**config.mk**
```make
export PLATFORM = sky130hd
export DESIGN_NAME = cxl_wr_arbiter
export DESIGN_NICKNAME = d
export VERILOG_FILES = /design/src/rtl/cxl_wr_arbiter.sv
export SDC_FILE = /design/constraint.sdc
export NUM_CORES = 1
export LEC_CHECK = 0
export CORE_ASPECT_RATIO = 0.5
export CORE_MARGIN = 5
export CORE_UTILIZATION = 38
export CTS_CLUSTER_SIZE = 12
export DETAILED_ROUTE_END_ITERATION = 8
export GPL_TIMING_DRIVEN = 0
export PLACE_DENSITY_LB_ADDON = 0.1
export SYNTH_ARGS = -nofsm -noshare
export SYNTH_HDL_FRONTEND = slang
export SYNTH_SLANG_ARGS = --single-unit
```
**constraint.sdc**
```tcl
create_clock -name clk -period 2.7 [get_ports clk]
set_clock_uncertainty 0.2 [all_clocks]
set_input_delay 0.27 -clock clk [delete_from_list [all_inputs] [get_ports clk]]
set_output_delay 0.27 -clock clk [all_outputs]
set_load 0.05 [all_outputs]
```
**src/rtl/cxl_wr_arbiter.sv**
```systemverilog
// cxl_wr_arbiter: arbitrates evict (req0) and flush (req1) single-beat writes onto one AXI AW/W/B port.
// Build option: define CXL_WR_ARB_FIXED_PRIO_EN to give requester 0 strict priority instead of round-robin.
//
// state | meaning
// IDLE  | waiting for an eligible requester; grant is offered combinationally
// SEND  | latched write driven on AW and W until both handshakes complete

`ifndef AXI_ADDR_WIDTH
`define AXI_ADDR_WIDTH 32
`endif
`ifndef AXI_DATA_WIDTH
`define AXI_DATA_WIDTH 64
`endif
`ifndef AXI_ID_WIDTH
`define AXI_ID_WIDTH 4
`endif
`ifndef AXI_ID
`define AXI_ID 0
`endif

module cxl_wr_arbiter #(
    parameter int                  ADDR_WIDTH = `AXI_ADDR_WIDTH,
    parameter int                  DATA_WIDTH = `AXI_DATA_WIDTH,
    parameter int                  ID_WIDTH   = `AXI_ID_WIDTH,
    parameter logic [ID_WIDTH-1:0] BASE_ID    = ID_WIDTH'(`AXI_ID),
    parameter int                  MAX_OUT    = 4
) (
    input  logic                  clk,
    input  logic                  rst_n,
    input  logic                  req0_valid_i,
    input  logic [ADDR_WIDTH-1:0] req0_addr_i,
    input  logic [DATA_WIDTH-1:0] req0_data_i,
    output logic                  req0_ready_o,
    output logic                  req0_bdone_o,
    input  logic                  req1_valid_i,
    input  logic [ADDR_WIDTH-1:0] req1_addr_i,
    input  logic [DATA_WIDTH-1:0] req1_data_i,
    output logic                  req1_ready_o,
    output logic                  req1_bdone_o,
    output logic [ID_WIDTH-1:0]   awid_o,
    output logic [ADDR_WIDTH-1:0] awaddr_o,
    output logic                  awvalid_o,
    input  logic                  awready_i,
    output logic [ID_WIDTH-1:0]   wid_o,
    output logic [DATA_WIDTH-1:0] wdata_o,
    output logic                  wvalid_o,
    input  logic                  wready_i,
    input  logic [ID_WIDTH-1:0]   bid_i,
    input  logic                  bvalid_i,
    output logic                  bready_o,
    output logic                  bid_err_o
);

    typedef enum logic {IDLE, SEND} state_t;

    localparam int                  CW    = $clog2(MAX_OUT + 1);
    localparam logic [CW-1:0]       MAX_C = CW'(MAX_OUT);
    localparam logic [ID_WIDTH-1:0] ID0   = BASE_ID;
    localparam logic [ID_WIDTH-1:0] ID1   = BASE_ID + ID_WIDTH'(1);

    state_t                state_q, state_d;
    logic [CW-1:0]         cnt_q [2];
    logic [ADDR_WIDTH-1:0] addr_q;
    logic [DATA_WIDTH-1:0] data_q;
    logic [ID_WIDTH-1:0]   id_q;
    logic                  grant_q, aw_done_q, w_done_q;
    logic                  bdone0_q, bdone1_q, bid_err_q;
    logic                  elig0, elig1, gnt_any, gnt_sel, grant_fire;
    logic                  aw_fire, w_fire, send_done;
    logic [1:0]            cnt_inc, b_hit;
`ifndef CXL_WR_ARB_FIXED_PRIO_EN
    logic                  rr_q;    // 1: requester 1 preferred on the next tie
`endif

    assign elig0   = req0_valid_i && (cnt_q[0] < MAX_C);
    assign elig1   = req1_valid_i && (cnt_q[1] < MAX_C);
    assign gnt_any = elig0 || elig1;
`ifdef CXL_WR_ARB_FIXED_PRIO_EN
    assign gnt_sel = !elig0;
`else
    assign gnt_sel = (elig0 && elig1) ? rr_q : !elig0;
`endif

    assign awvalid_o = (state_q == SEND) && !aw_done_q;
    assign wvalid_o  = (state_q == SEND) && !w_done_q;
    assign aw_fire   = awvalid_o && awready_i;
    assign w_fire    = wvalid_o && wready_i;
    assign send_done = (state_q == SEND) && (aw_done_q || aw_fire) && (w_done_q || w_fire);
    assign cnt_inc   = {send_done && grant_q, send_done && !grant_q};

    // A B for a requester with nothing outstanding is treated as a stray ID.
    assign b_hit[0] = bvalid_i && rst_n && (bid_i == ID0) && (cnt_q[0] != '0);
    assign b_hit[1] = bvalid_i && rst_n && (bid_i == ID1) && (cnt_q[1] != '0);

    always_comb begin
        state_d    = state_q;
        grant_fire = 1'b0;
        case (state_q)
            IDLE: if (gnt_any) begin
                state_d    = SEND;
                grant_fire = 1'b1;
            end
            SEND: if (send_done) state_d = IDLE;
            default: state_d = IDLE;
        endcase
    end

    assign req0_ready_o = rst_n && grant_fire && !gnt_sel;
    assign req1_ready_o = rst_n && grant_fire && gnt_sel;

    always_ff @(posedge clk) begin
        if (!rst_n) begin
            state_q   <= IDLE;
            addr_q    <= '0;
            data_q    <= '0;
            id_q      <= '0;
            grant_q   <= 1'b0;
            aw_done_q <= 1'b0;
            w_done_q  <= 1'b0;
            cnt_q[0]  <= '0;
            cnt_q[1]  <= '0;
            bdone0_q  <= 1'b0;
            bdone1_q  <= 1'b0;
            bid_err_q <= 1'b0;
`ifndef CXL_WR_ARB_FIXED_PRIO_EN
            rr_q      <= 1'b0;
`endif
        end else begin
            state_q <= state_d;
            if (grant_fire) begin
                addr_q    <= gnt_sel ? req1_addr_i : req0_addr_i;
                data_q    <= gnt_sel ? req1_data_i : req0_data_i;
                id_q      <= gnt_sel ? ID1 : ID0;
                grant_q   <= gnt_sel;
                aw_done_q <= 1'b0;
                w_done_q  <= 1'b0;
            end else begin
                if (aw_fire) aw_done_q <= 1'b1;
                if (w_fire)  w_done_q  <= 1'b1;
            end
`ifndef CXL_WR_ARB_FIXED_PRIO_EN
            if (send_done) rr_q <= !grant_q;
`endif
            for (int i = 0; i < 2; i++) begin
                if (cnt_inc[i] && !b_hit[i])      cnt_q[i] <= cnt_q[i] + CW'(1);
                else if (!cnt_inc[i] && b_hit[i]) cnt_q[i] <= cnt_q[i] - CW'(1);
            end
            bdone0_q  <= b_hit[0];
            bdone1_q  <= b_hit[1];
            bid_err_q <= bid_err_q || (bvalid_i && (b_hit == 2'b00));
        end
    end

    assign awid_o       = id_q;
    assign wid_o        = id_q;
    assign awaddr_o     = addr_q;
    assign wdata_o      = data_q;
    assign bready_o     = rst_n;
    assign req0_bdone_o = bdone0_q;
    assign req1_bdone_o = bdone1_q;
    assign bid_err_o    = bid_err_q;

endmodule

```
Word level (Yosys, flattened, before mapping). Memories as Yosys holds them, arrays and structs flattened. Cells that the tools add are included.

Add/sub/neg operators: 4. $lt $le $gt $ge: 2. Equal/unequal tests: 1. Mux-type cells: 27. Bitwise gates (word level): 6. Reduce and logical (&&, ||, !) cells: 42.

Operators by type and width (count): 64-bit 2-to-1 mux (1); 32-bit 2-to-1 mux (1); 1-bit logical AND (24); 1-bit 2-to-1 mux (20); 3-bit 2-to-1 mux (4); 1-bit logical NOT (9); 3-bit by 1-bit adder with 3-bit output, second input constant (2); 3-bit less-than comparator, second input constant (2); 3-bit nonzero test (2); 3-bit by 1-bit subtractor with 3-bit output, second input constant (2); 4-bit by 1-bit == test with 1-bit output, second input constant (1); 4-bit logical NOT (1); 1-bit logical OR (4); 1-bit OR (4); 2-bit logical NOT (1); 1-bit NOT (2); 1-bit case mux with 2 select lines (1); 2-bit OR reduction (1).

Register bits after elaboration: 108. RAM bits: 6. Input bits: 203. Output and inout bits: 112. Memories kept: 1.

Memories: cnt_q (words 2, bits a word 3, rd ports 2, clocked after Yosys merged registers in 0, wr ports 2, RTL line 62) `logic [CW-1:0] cnt_q [2];`.

Logic depth before layout (Yosys ltp).
Depth in word-level cells: 14. Gate-level depth with buffers: 9. Mapped depth without buffers: 8.

Worst setup path after synthesis. Ideal clock, no wire load.

Kind: reg2out. Start: mem cnt_q[1][2] (netlist name). End: out req0_ready_o. Arrival: 1.948 ns. Data required time: 2.230 ns. Slack: 0.282 ns. Cell stages (with the launch flop): 7. Path buffers: 2. Path through: edfxtp_1 nand2b_4 a21oi_2 buf_2 buf_2 nand2_1 nor2_1.

RTL lines: from (decl) (RTL line 62); to (decl) (RTL line 33) `output logic req0_ready_o,`.

==> impl_metrics.tcl <==
set metrics [dict create \
    whs_ps 299.2 \
    htreeDepth 3 \
    cts_buffer_depth 2 \
    grt_start_max_net_pins 20 \
    drtIter0Drc 211 \
    grt_overflow_total 0 \
    rows 30 \
    syn_inst 526 \
    fin_util_pct 65.84 \
    clkTransAtPathRegs_ps 80 \
    cp.required_ps 2230 \
    timing.reg2reg.setup_slack_ps 370 \
    ys_seq_area_share_pct 42.10 \
    synth_area_sq_mm 0.005374 \
    vias_per_cell 4.801 \
    grt_antenna_before_repair 0 \
    slew_violations 0 \
    yosysTopAreaCell "dfxtp_1" \
    vias 5036 \
    critPathArrivalTime_ps 2070 \
    dp_cells 1031 \
    core_area_sq_mm 0.01370 \
    drive_gt1_share_pct 8.285 \
    dp_hpwl_mm 14.01 \
    p_seq_share_pct 37.0 \
    synth-main-ff-cell "dfxtp_1" \
    yosysWarnings 0 \
    synth-edff-count 6 \
    p_per_area_mw_per_mm2 576.3 \
    ir_drop_mv 0.3110 \
    numCtsBuffers 9 \
    ys_top_cells_by_area "dfxtp_1 (39%), mux2i_1 (18%), o211a_1 (18%)" \
    port_buffers 308 \
    cts_tree "done" \
    power.share.clock_pct 24.4 \
    cts.sinks 110 \
    syn-mean-instance-area_sq_um 10.22 \
    synth_top_area_share_pct 38.74 \
    switching_share_pct 35.72 \
    synth-seq-cells 110 \
    clock_latency_ps 330 \
    grt.total_usage_pct 19.62 \
    initial_utilization_pct 39.22 \
    maxCapViolCount 0 \
    dpl_cell_area_sq_mm 0.008716 \
    tightest_slew_ps 581.5 \
    die_area_sq_mm 0.01676 \
    worst_setup_path_end_kind "primary output" \
    cp_max_fo 10 \
    fmax_ghz 0.3941 \
    die_h_microns 94.09 \
    power_frac_comb_pct 38.6 \
    ant_nets 0 \
    finalHoldViolCount 0 \
    finalPower_mw 5.199 \
    criticalPathCategory "reg2out" \
    grt_pass1_wl_mm 26.20 \
    syn_to_final_growth_pct 67.87 \
    grt_pass1_vias 5237 \
    yosysUniqueCellTypes 40 \
    die_w_microns 178.2 \
    nets 1059 \
    drc 0 \
    maxSlewHeadroom_pct 61.11 \
    rsz0062_at_grt "no" \
    p_leak_nw 4.690 \
    min_period_over_period_pct 93.97 \
    p_switching_mw 1.857 \
    crit_path_start_kind "register" \
    period_minus_slack_ps 2537 \
    wirelength_mm 17.30 \
    largest_register_ffs 64 \
    cts_root_buffer "clkbuf_16" \
    diodes 0 \
    nFillCells 1143 \
    drtPass1Iterations 5 \
    fin_cells 1049 \
    status "complete, no violations" \
    yosysMostFrequentCell "dfxtp_1" \
    hp-class "reg2reg" \
    synth_async_sr_flop_share_pct 0 \
    io_pins 315 \
    setup_violations 0 \
    internal_power_mw 3.342 \
    fin_area_sq_mm 0.009021 \
    gp_routability_congestion 0.7694 \
    synth_common_cells "dfxtp_1 (104), nand2_1 (101), mux2i_1 (97)" \
    wl_per_cell_microns 16.50 \
]
-- power by group through the flow --
| stage | Clock, mW | Combinational [mW] | Sequential, mW |
|---|---|---|---|
| after floorplan | 0 | 0.594 | 2.55 |
| after global placement | 0 | 2.00 | 1.95 |
| after detailed placement | 0 | 2.02 | 1.96 |
| after CTS | 1.31 | 2.02 | 1.92 |
| after global routing | 1.37 | 2.13 | 1.95 |
| final | 1.27 | 2.01 | 1.92 |
-- what timing repair did --
action                                  4_1_cts  5_1_grt
endpoints found under the setup margin        2        2
buffers inserted                              0        3
resized for setup                            10        5
pin swaps                                     0        1
hold buffers                                  0        0
-- critical path: stages (launching register included) --
cell	delay [ps]
edfxtp_1	450
nand2b_4	190
a21oi_4	230
buf_4	220
buf_2	240
nand2_1	80
nor2_1	80
clkbuf_4	230
-- layout by cell type, fill, tap and decap left out, drive strengths merged, types with 7 or more instances in the layout --
cell	count
a21oi	7
o211a	96
inv	11
nand2	102
dfxtp	104
mux2i	97
buf	44
nor2	10
clkbuf	26
clkdlybuf4s50	306
-- final cells by class --
| class | instances | area, sq um | area share, % |
|---|---|---|---|
| clock buffer | 11 | 242.7 | 2.691 |
| buffer | 54 | 317.8 | 3.523 |
| tap | 192 | 240.2 | 2.663 |
| inverter | 8 | 30.03 | 0.3329 |
| sequential | 110 | 2262 | 25.08 |
| clock inverter | 5 | 40.04 | 0.4438 |
| multi-input combinational | 358 | 2790 | 30.93 |
| timing repair buffer | 311 | 3098 | 34.34 |
-- cells by family (layout without fill, tap and decap cells) --
family          Yosys count  in the layout  share of synthesized area (%)
other cells               1              6                        0.06978
xor+xnor                  2              2                         0.3260
simple gates            131            131                          11.04
compound gates          118            118                          20.86
mux                      97             97                          18.07
flops                   110            110                          42.10
buf+inv                  63            389                          6.473
fa+ha+maj                 4              4                          1.071
-- final timing paths --
check                   start           end  depth (start not counted)
setup / recovery  cnt_q[0][2]  req0_ready_o                          7
hold / removal    wdata_o[52]   wdata_o[52]                          1
setup reg to reg  cnt_q[0][2]   cnt_q[0][2]                          8
hold reg to reg   wdata_o[52]   wdata_o[52]                          1
-- metal layers --
| layer | global-route usage (%) | wire, microns | vias to the layer above |
|---|---|---|---|
| met5 | 0 | 0 | - |
| met4 | 4.020 | 204 | 0 |
| met3 | 5.750 | 1287 | 15 |
| met2 | 37.48 | 9114 | 159 |
| met1 | 21.69 | 6697 | 2340 |
| li1 | - | - | 2522 |
-- per-stage QoR --
step           setup slack [ps]  setup TNS [ps]
3_3_place_gp             -740.5           -1178
6_report                  162.7               0
4_1_cts                   39.77               0
3_5_place_dp             -782.3           -1586
2_1_floorplan             282.4               0
5_1_grt                   8.476               0
Power figures use the tool's default switching activity.
